$ cat src/rtl/cpu_pkg.sv
// cpu_pkg: shared widths, ROB id constants and opcode decode used across the CPU
package cpu_pkg;
    localparam int XLEN  = 32;
    localparam int NREG  = 32;
    localparam int REG_W = 5;
    localparam int ROB_W = 5;
    localparam logic [ROB_W-1:0] ROB_ID_NONE = '0;

    typedef enum logic [6:0] {
        OP_LUI    = 7'b0110111,
        OP_AUIPC  = 7'b0010111,
        OP_JAL    = 7'b1101111,
        OP_JALR   = 7'b1100111,
        OP_BRANCH = 7'b1100011,
        OP_LOAD   = 7'b0000011,
        OP_STORE  = 7'b0100011,
        OP_IMM    = 7'b0010011,
        OP_REG    = 7'b0110011
    } opcode_e;

    // Branches and stores are the only opcodes here without a destination register
    function automatic logic has_rd(input logic [6:0] op);
        return !(op == OP_BRANCH || op == OP_STORE);
    endfunction
endpackage

$ cat src/rtl/register_file_if.sv
// register_file_if: ROB-to-register-file bus carrying launch, commit and dependency queries
interface register_file_if;
    import cpu_pkg::*;
    logic             rdy_in;
    logic             clear_in;
    logic             launch_ready;
    logic [ROB_W-1:0] launch_rob_id;
    logic [REG_W-1:0] launch_register_id;
    logic             commit_ready;
    logic [ROB_W-1:0] commit_rob_id;
    logic [REG_W-1:0] commit_register_id;
    logic [XLEN-1:0]  commit_value;
    logic [REG_W-1:0] ask_rd_1;
    logic [REG_W-1:0] ask_rd_2;
    logic [ROB_W-1:0] dep_rd_1;
    logic [ROB_W-1:0] dep_rd_2;
    logic [XLEN-1:0]  dep_value_1;
    logic [XLEN-1:0]  dep_value_2;

    modport master (
        output rdy_in, clear_in, launch_ready, launch_rob_id, launch_register_id,
        output commit_ready, commit_rob_id, commit_register_id, commit_value,
        output ask_rd_1, ask_rd_2,
        input  dep_rd_1, dep_rd_2, dep_value_1, dep_value_2
    );

    modport slave (
        input  rdy_in, clear_in, launch_ready, launch_rob_id, launch_register_id,
        input  commit_ready, commit_rob_id, commit_register_id, commit_value,
        input  ask_rd_1, ask_rd_2,
        output dep_rd_1, dep_rd_2, dep_value_1, dep_value_2
    );
endinterface

$ cat src/rtl/register_file_reg_query_port.sv
// reg_query_port: one combinational dependency query with x0 masking and commit bypass
module reg_query_port
    import cpu_pkg::*;
(
    input  logic [REG_W-1:0] ask,
    input  logic [ROB_W-1:0] tag,
    input  logic [XLEN-1:0]  value,
    input  logic             commit_en,
    input  logic [ROB_W-1:0] commit_rob_id,
    input  logic [REG_W-1:0] commit_register_id,
    input  logic [XLEN-1:0]  commit_value,
    output logic [ROB_W-1:0] dep_rd,
    output logic [XLEN-1:0]  dep_value
);
    logic zero;
    logic bypass;

    // A commit from the producer currently named by the tag resolves the dependency this cycle
    always_comb begin
        zero      = ask == '0;
        bypass    = commit_en && commit_register_id == ask && !zero && tag == commit_rob_id;
        dep_rd    = (zero || bypass) ? ROB_ID_NONE : tag;
        dep_value = zero ? '0 : bypass ? commit_value : value;
    end
endmodule

$ cat src/rtl/register_file.sv
// register_file: architectural registers plus rename tags naming each register's pending ROB producer
module register_file
    import cpu_pkg::*;
(
    input logic          clk_in,
    input logic          rst_in,
    register_file_if.slave bus
);
    logic [XLEN-1:0]  regs [NREG];
    logic [ROB_W-1:0] tags [NREG];
    logic             commit_wr;
    logic             launch_wr;

    // x0 is never written, so its reset zero is permanent
    always_comb begin
        commit_wr = bus.commit_ready && bus.commit_register_id != '0;
        launch_wr = bus.launch_ready && bus.launch_register_id != '0 && !bus.clear_in;
    end

    // Later assignments win: commit's tag clear, then flush, then a launch overriding both
    always_ff @(posedge clk_in or negedge rst_in) begin
        if (!rst_in) begin
            for (int i = 0; i < NREG; i++) begin
                regs[i] <= '0;
                tags[i] <= ROB_ID_NONE;
            end
        end else if (bus.rdy_in) begin
            if (commit_wr) begin
                regs[bus.commit_register_id] <= bus.commit_value;
                if (tags[bus.commit_register_id] == bus.commit_rob_id)
                    tags[bus.commit_register_id] <= ROB_ID_NONE;
            end
            if (bus.clear_in)
                for (int i = 0; i < NREG; i++)
                    tags[i] <= ROB_ID_NONE;
            if (launch_wr)
                tags[bus.launch_register_id] <= bus.launch_rob_id;
        end
    end

    reg_query_port q1 (
        .ask(bus.ask_rd_1), .tag(tags[bus.ask_rd_1]), .value(regs[bus.ask_rd_1]),
        .commit_en(bus.commit_ready && bus.rdy_in), .commit_rob_id(bus.commit_rob_id),
        .commit_register_id(bus.commit_register_id), .commit_value(bus.commit_value),
        .dep_rd(bus.dep_rd_1), .dep_value(bus.dep_value_1)
    );

    reg_query_port q2 (
        .ask(bus.ask_rd_2), .tag(tags[bus.ask_rd_2]), .value(regs[bus.ask_rd_2]),
        .commit_en(bus.commit_ready && bus.rdy_in), .commit_rob_id(bus.commit_rob_id),
        .commit_register_id(bus.commit_register_id), .commit_value(bus.commit_value),
        .dep_rd(bus.dep_rd_2), .dep_value(bus.dep_value_2)
    );
endmodule
$ cat src/flat_wrapper.sv
// flat-port wrapper written by rule: the top's interface ports become plain ports
module register_file_flat import cpu_pkg::*;
  (clk_in, rst_in, bus_rdy_in, bus_clear_in, bus_launch_ready, bus_launch_rob_id, bus_launch_register_id, bus_commit_ready, bus_commit_rob_id, bus_commit_register_id, bus_commit_value, bus_ask_rd_1, bus_ask_rd_2, bus_dep_rd_1, bus_dep_rd_2, bus_dep_value_1, bus_dep_value_2);
  register_file_if bus_i ();
  input logic clk_in;
  input logic rst_in;
  input wire logic [$bits(bus_i.rdy_in)-1:0] bus_rdy_in;
  input wire logic [$bits(bus_i.clear_in)-1:0] bus_clear_in;
  input wire logic [$bits(bus_i.launch_ready)-1:0] bus_launch_ready;
  input wire logic [$bits(bus_i.launch_rob_id)-1:0] bus_launch_rob_id;
  input wire logic [$bits(bus_i.launch_register_id)-1:0] bus_launch_register_id;
  input wire logic [$bits(bus_i.commit_ready)-1:0] bus_commit_ready;
  input wire logic [$bits(bus_i.commit_rob_id)-1:0] bus_commit_rob_id;
  input wire logic [$bits(bus_i.commit_register_id)-1:0] bus_commit_register_id;
  input wire logic [$bits(bus_i.commit_value)-1:0] bus_commit_value;
  input wire logic [$bits(bus_i.ask_rd_1)-1:0] bus_ask_rd_1;
  input wire logic [$bits(bus_i.ask_rd_2)-1:0] bus_ask_rd_2;
  output wire logic [$bits(bus_i.dep_rd_1)-1:0] bus_dep_rd_1;
  output wire logic [$bits(bus_i.dep_rd_2)-1:0] bus_dep_rd_2;
  output wire logic [$bits(bus_i.dep_value_1)-1:0] bus_dep_value_1;
  output wire logic [$bits(bus_i.dep_value_2)-1:0] bus_dep_value_2;
  assign bus_i.rdy_in = bus_rdy_in;
  assign bus_i.clear_in = bus_clear_in;
  assign bus_i.launch_ready = bus_launch_ready;
  assign bus_i.launch_rob_id = bus_launch_rob_id;
  assign bus_i.launch_register_id = bus_launch_register_id;
  assign bus_i.commit_ready = bus_commit_ready;
  assign bus_i.commit_rob_id = bus_commit_rob_id;
  assign bus_i.commit_register_id = bus_commit_register_id;
  assign bus_i.commit_value = bus_commit_value;
  assign bus_i.ask_rd_1 = bus_ask_rd_1;
  assign bus_i.ask_rd_2 = bus_ask_rd_2;
  assign bus_dep_rd_1 = bus_i.dep_rd_1;
  assign bus_dep_rd_2 = bus_i.dep_rd_2;
  assign bus_dep_value_1 = bus_i.dep_value_1;
  assign bus_dep_value_2 = bus_i.dep_value_2;
  register_file u_core (.clk_in(clk_in), .rst_in(rst_in), .bus(bus_i));
endmodule
$ cat config.mk
export PLATFORM = sky130hd
export DESIGN_NAME = register_file_flat
export DESIGN_NICKNAME = d
export VERILOG_FILES = /design/src/rtl/cpu_pkg.sv /design/src/rtl/register_file_if.sv /design/src/rtl/register_file_reg_query_port.sv /design/src/rtl/register_file.sv /design/src/flat_wrapper.sv
export SDC_FILE = /design/constraint.sdc
export NUM_CORES = 2
export LEC_CHECK = 0
export CAP_MARGIN = 10
export CORE_MARGIN = 8
export CORE_UTILIZATION = 45
export DETAILED_ROUTE_END_ITERATION = 16
export GPL_TIMING_DRIVEN = 0
export PLACE_DENSITY_LB_ADDON = 0.08
export SETUP_SLACK_MARGIN = 0.4
export SLEW_MARGIN = 20
export SYNTH_ARGS = -nofsm -noshare
export SYNTH_HDL_FRONTEND = slang
export SYNTH_SLANG_ARGS = --single-unit
$ cat constraint.sdc
create_clock -name clk_in -period 4.1 [get_ports clk_in]
set_clock_uncertainty 0.05 [all_clocks]
set_input_delay 0.82 -clock clk_in [delete_from_list [all_inputs] [get_ports clk_in]]
set_output_delay 0.82 -clock clk_in [all_outputs]
set_load 0.005 [all_outputs]
# Yosys cells after proc, flatten, opt, wreduce, memory -nomap -nowiden
# Cells that the tools add are included.
[totals]
ff_bits = 1184
in_bits = 68
output_inout_bits = 74
elab_cells = 137
[op_classes]
order_cmp = 6
n_eq_ne = 5
muxes = 34
bitwise = 6
n_reduce_logical = 22
[ops]
columns = ["cell", "n"]
rows = [
  ["bitwise mux 1024 bit", 1],
  ["2-to-1 mux 160 bit", 5],
  ["binary-select mux 32 bit (select 5 bit)", 2],
  ["2-to-1 mux 32 bit", 9],
  ["bitwise AND 160 bit", 1],
  ["bitwise mux 160 bit", 1],
  ["demux 32 bit (select 5 bit)", 1],
  ["NOT 160 bit", 1],
  ["binary-select mux 5 bit (select 5 bit)", 3],
  ["demux 5 bit (select 5 bit)", 2],
  ["2-to-1 mux 5 bit", 10],
  ["== test 5 bit", 5],
  ["greater-or-equal comparator 6 bit (second input constant)", 4],
  ["NOT 5 -> 6 bit", 4],
  ["logical AND 1 bit", 12],
  ["< comparator 6 x 1 -> 1 bit (second input constant)", 2],
  ["zero test 5 bit", 2],
  ["nonzero test 5 bit", 2],
  ["zero test 1 bit", 3],
  ["logical OR 1 bit", 2],
  ["AND reduction 2 bit", 1],
]

# Depth between registers and ports, before layout
[depth]
word_depth = 13
depth_mapped = 15
depth_no_buf = 8

# Modules after synthesis
# From an unflattened synthesis, not the netlist that was laid out.
[hier_totals]
cells_unflattened = 4251
area_unflattened_um2 = 66387.4
[by_module_without_submodules]
columns = ["mod", "n_inst", "cells_each", "area_per_inst_um2", "seq_area_each_um2"]
rows = [
  ["register_file", 1, 3957, 64440.6, 29628.4],
  ["reg_query_port", 2, 147, 973.4, 0.0],
]

# Least setup slack after synthesis
# OpenSTA, ideal clock, no wires.
[synth_path]
path_type = "in2out"
from = "in bus_ask_rd_2[0]"
to = "out bus_dep_value_2[23]"
t_arrival_ns = 3.346
required_time_ns = 3.230
slack_ns = -0.116
stages = 10
path_buffers = 5
cell_sequence = "buf_6 -> buf_4 -> buf_2 -> buf_2 -> buf_2 -> mux4_2 -> mux4_2 -> mux2i_1 -> nand2_1 -> o211a_1"
[synth_between]
elab_chain_cells = 8
word_cells_on_any_way = 16
cone_classes = "eq/ne: 2; mux: 8; bitwise: 1; reduce/logical: 5"
[synth_rtl]
columns = ["element", "line_no", "source"]
rows = [
  ["from (decl)", "flat_wrapper.sv:17", "input wire logic [$bits(bus_i.ask_rd_2)-1:0] bus_ask_rd_2;"],
  ["NOT 5 -> 6 bit (not written as such)", "register_file.sv:49", ".ask(bus.ask_rd_2), .tag(tags[bus.ask_rd_2]), .value(regs[bus.ask_rd_2]),"],
  ["binary-select mux 5 bit (select 5 bit)", "register_file.sv:49", ""],
  ["2-to-1 mux 5 bit (not written as such) (2 in a row)", "register_file.sv:49", ""],
  ["== test 5 bit", "register_file_reg_query_port.sv:21", "bypass = commit_en && commit_register_id == ask && !zero && tag == commit_rob_id;"],
  ["logical AND 1 bit", "register_file_reg_query_port.sv:21", ""],
  ["2-to-1 mux 32 bit", "register_file_reg_query_port.sv:23", "dep_value = zero ? '0 : bypass ? commit_value : value;"],
  ["2-to-1 mux 32 bit (*)", "register_file_reg_query_port.sv:23", ""],
  ["to (decl)", "flat_wrapper.sv:21", "output wire logic [$bits(bus_i.dep_value_2)-1:0] bus_dep_value_2;"],
]
# Every way passes the cells marked *; elsewhere a longest branch is shown, timed or not. The select of a mux whose other input is x is not followed.

# Worst setup path after layout
[layout_path]
from = "in bus_ask_rd_1[2]"
to = "out bus_dep_value_1[25]"
[layout_between]
elab_chain_cells = 8
word_cells_on_any_way = 16
cone_classes = "eq/ne: 2; mux: 8; bitwise: 1; reduce/logical: 5"
[layout_rtl]
columns = ["element", "line_no", "source"]
rows = [
  ["from (decl)", "flat_wrapper.sv:16", "input wire logic [$bits(bus_i.ask_rd_1)-1:0] bus_ask_rd_1;"],
  ["NOT 5 -> 6 bit (not written as such)", "register_file.sv:42", ".ask(bus.ask_rd_1), .tag(tags[bus.ask_rd_1]), .value(regs[bus.ask_rd_1]),"],
  ["binary-select mux 5 bit (select 5 bit)", "register_file.sv:42", ""],
  ["2-to-1 mux 5 bit (not written as such) (2 in a row)", "register_file.sv:42", ""],
  ["== test 5 bit", "register_file_reg_query_port.sv:21", ""],
  ["logical AND 1 bit", "register_file_reg_query_port.sv:21", ""],
  ["2-to-1 mux 32 bit", "register_file_reg_query_port.sv:23", ""],
  ["2-to-1 mux 32 bit (*)", "register_file_reg_query_port.sv:23", ""],
  ["to (decl)", "flat_wrapper.sv:20", "output wire logic [$bits(bus_i.dep_value_1)-1:0] bus_dep_value_1;"],
]
# Marked as above.

==> run summary <==
syn_nets: 4259
post-synth cell types: 52
Setup crit end: bus_dep_value_1[25]
peak supply drop: 324.1 µV
Final Total Pwr: 0.03292 W
post-synthesis cell count: 4191
most common flop cell mapped by yosys: dfrtp_1
Slew Viols, Final: 0
Core ar.: 0.1438 mm²
failing checks: setup timing
pwr dens: 427.2 mW/mm²
worst-case clock buffer depth: 3
RD Place Congestion: 0.9713
r2r setup slk: 0.74 ns
fraction of layout instances using a drive strength above 1: 54.65%
Leak: 33.21 nW
CTS sink cnt: 1184
top cell type's share of synthesized area: 45.41%
H-tree levels: 4
R2R Path End: u_core.tags[122]$_DFFE_PN0P_
crit path launch: bus_ask_rd_1[2]
Worst setup SP type: input pin
Worst Path Class, Setup: in2out
WP data arrival: 4.01 ns
layout overhead on the synthesized area: 18.12%
Post-synth EDFFs: 0
DP Cell Count: 6238
GRT Residual Overflow: 0
DR iter-0 viols: 4722
RSZ-0062 raised after global routing: yes
commonest non-fill, non-tap cell in the layout: dfrtp_1
dominant cells by area after synthesis: dfrtp_1, mux4_2, mux2_2
Post-Route WL: 241.5 mm
flops & latches, synth: 1184
initial antenna violation count: 3
Pint: 0.02404 W
min Tclk post-route: 4.878 ns
Initial Util: 45.36%
IO Port Bufs: 126
Die ar.: 0.1574 mm²
area leader, netlist: dfrtp_1
vias in the first global route: 45020
# fillers: 11860
Mean Syn Cell Area: 15.57 µm²
drt wl/cell: 36.95 µm
origin of the critical flop-to-flop path: u_core.tags[49]$_DFFE_PN0P_
Rows: 139
Clock transition at path regs: 0.06 ns
clk_lat worst skew: 0.79 ns
GRT Total Usage: 30.44%
DRC errors left: 0
synthesis warning total: 0
register area: 0.02963 mm²
Slew @ Worst Pin: 1.174 ns
Sw Share: 26.96%
CTS Root Cell: clkbuf_16
Slew headroom: 21.73%
final net count: 4591
final non-filler cell total: 6536
switching power: 0.008875 W
Vert. Die Dim: 396.8 µm
Fmax: 0.2050 GHz
Final ANT Viol Nets: 0
CTS tree: done
crit share post-route: 119.0%
Setup WS pre-CTS: -2.957 ns
Finished Core Util: 53.58%
Setup-failing EPs final: 74
data required time of the worst path: 3.23 ns
Top-Level Pins: 142
post-synthesis sequential area ratio: 45.41%
power share of the clock group: 39.2%
hpwl dp: 169.1 mm
drt pass-1 iters: 5
Final WS setup: -0.7780 ns
area of the multi-input gates: 0.03492 mm²
first-pass GRT wire length: 342.7 mm
TNS Setup: -48.23 ns
Final Hold Violating Endpoints: 0
via count: 44080
status: finished, violations left
Num CTS Buffers: 139
Hold WC Path Type: reg2reg
Die X: 396.8 µm
sequential power share: 42.3%
Critical Path Sink Type: output pin
FFs w/ async S/R, synth: 100.0%
largest net degree at the start of global routing: 142
most frequent cells in the layout: dfrtp_1, mux2_2, mux4_2, clkbuf_1, clkbuf_16
Gate power share: 18.5%
worst reg2reg path depth: 9
Max Cap Viol: 0
drt via density: 6.744
Synth Cell Area: 0.06524 mm²
critical path peak fanout: 10
-- how the worst min path moves through the flow --
stage | startpoint | endpoint | slack, ns | depth (start not counted)
after CTS | u_core.regs[1012]$_DFFE_PN0P_ | u_core.regs[1012]$_DFFE_PN0P_ | 0.43 | 1
after detailed placement | u_core.regs[1001]$_DFFE_PN0P_ | u_core.regs[1001]$_DFFE_PN0P_ | 0.41 | 1
final | u_core.regs[1011]$_DFFE_PN0P_ | u_core.regs[1011]$_DFFE_PN0P_ | 0.42 | 1
after global placement | u_core.regs[1015]$_DFFE_PN0P_ | u_core.regs[1015]$_DFFE_PN0P_ | 0.40 | 1
after floorplan | u_core.regs[1000]$_DFFE_PN0P_ | u_core.regs[1000]$_DFFE_PN0P_ | 0.39 | 1
after global routing | u_core.regs[1011]$_DFFE_PN0P_ | u_core.regs[1011]$_DFFE_PN0P_ | 0.44 | 1
-- metrics by stage --
stage,instance area (µm²),hold slack [ns]
global route,77060,0.4429
floorplan,65820,0.3913
finish,77070,0.4240
detailed placement,69910,0.4139
global placement,69460,0.4023
CTS,76500,0.4286
-- power groups by stage --
stage / Sequential (W) / Clock [W] / Combinational [W]
floorplan: 0.0138 / 0 / 0.00389
CTS: 0.0139 / 0.0131 / 0.00601
detailed placement: 0.0141 / 0 / 0.00584
finish: 0.0139 / 0.0129 / 0.00609
global route: 0.0141 / 0.0136 / 0.00639
global placement: 0.0141 / 0 / 0.00568
-- kinds of logic (layout without fill, tap and decap cells) --
logic type             Yosys count  count (layout)  synth area share, %
AO/OA/AOI/OAI                  359             359                4.309
XOR/XNOR                        25              25               0.3356
buffers and inverters          490             930                3.097
flip-flops                    1184            1184                45.41
multiplexers                  1847            1847                44.64
other                            0               2                    0
AND/OR/NAND/NOR                286             286                2.202
-- state kept, by name, indices dropped and copies added (netlist names) --
register	count
u_core.regs	1024
u_core.tags	160
-- Yosys cell counts (6+ instances only) --
library cell  instances
buf_1                31
a22oi_1              28
buf_6                 7
o2bb2ai_1            41
o211a_1              32
nand2b_1             12
mux2_2              994
a21o_1               32
nand3b_1             10
nand2_1              75
buf_4                 9
mux4_2              751
a21oi_1              49
nor4_1               15
nor3_1               10
o21ai_0              17
nor2_1               58
inv_1                 6
nor2b_1               6
dfrtp_1            1184
o22ai_1               9
xor2_1                9
and2_1               14
xnor2_1              16
a22o_1              115
buf_2                76
nand3_1              45
clkbuf_1            358
o21a_1               17
nand4_1              13
mux2i_1             102
-- repair_timing --
| action | CTS | global route |
|---|---|---|
| gates resized for setup | 725 | 166 |
| endpoints found under the setup margin | 1001 | 791 |
| gates cloned | 8 | 3 |
| pin swaps | 56 | 31 |
| setup buffers | 30 | 5 |
| hold endpoints to repair | 94 | 0 |
| hold buffers | 1 | 0 |
-- per-layer routing --
layer | track usage (%) | wire length, µm | up-vias
met4 | 12.95 | 11700 | 0
met3 | 6.418 | 19530 | 523
met1 | 42.63 | 100100 | 24100
met5 | 0 | 0 | -
met2 | 46.30 | 110200 | 2199
li1 | - | - | 17260
-- layout make-up --
cell class / count / share of cell area (%)
multi-input combinational: 2517 / 45.31
sequential: 1184 / 38.45
tap: 1903 / 3.090
antenna: 2 / 0.006494
inverter: 9 / 0.05682
timing repair buffer: 191 / 2.851
clock buffer: 215 / 5.491
buffer: 481 / 4.147
clock inverter: 34 / 0.6040
-- critical path, stage by stage --
cell and delay [ns]:
buf_4 0.25, buf_6 0.24, buf_6 0.24, mux4_2 0.36
o21ai_0 0.26, nand4_1 0.29, xnor2_1 0.20, and4_4 0.22
buf_6 0.14, buf_12 0.14, buf_12 0.15, buf_12 0.13
a21o_1 0.20, a21oi_4 0.19, buf_2 0.15
No activity file was read; power rests on OpenSTA's default activity.
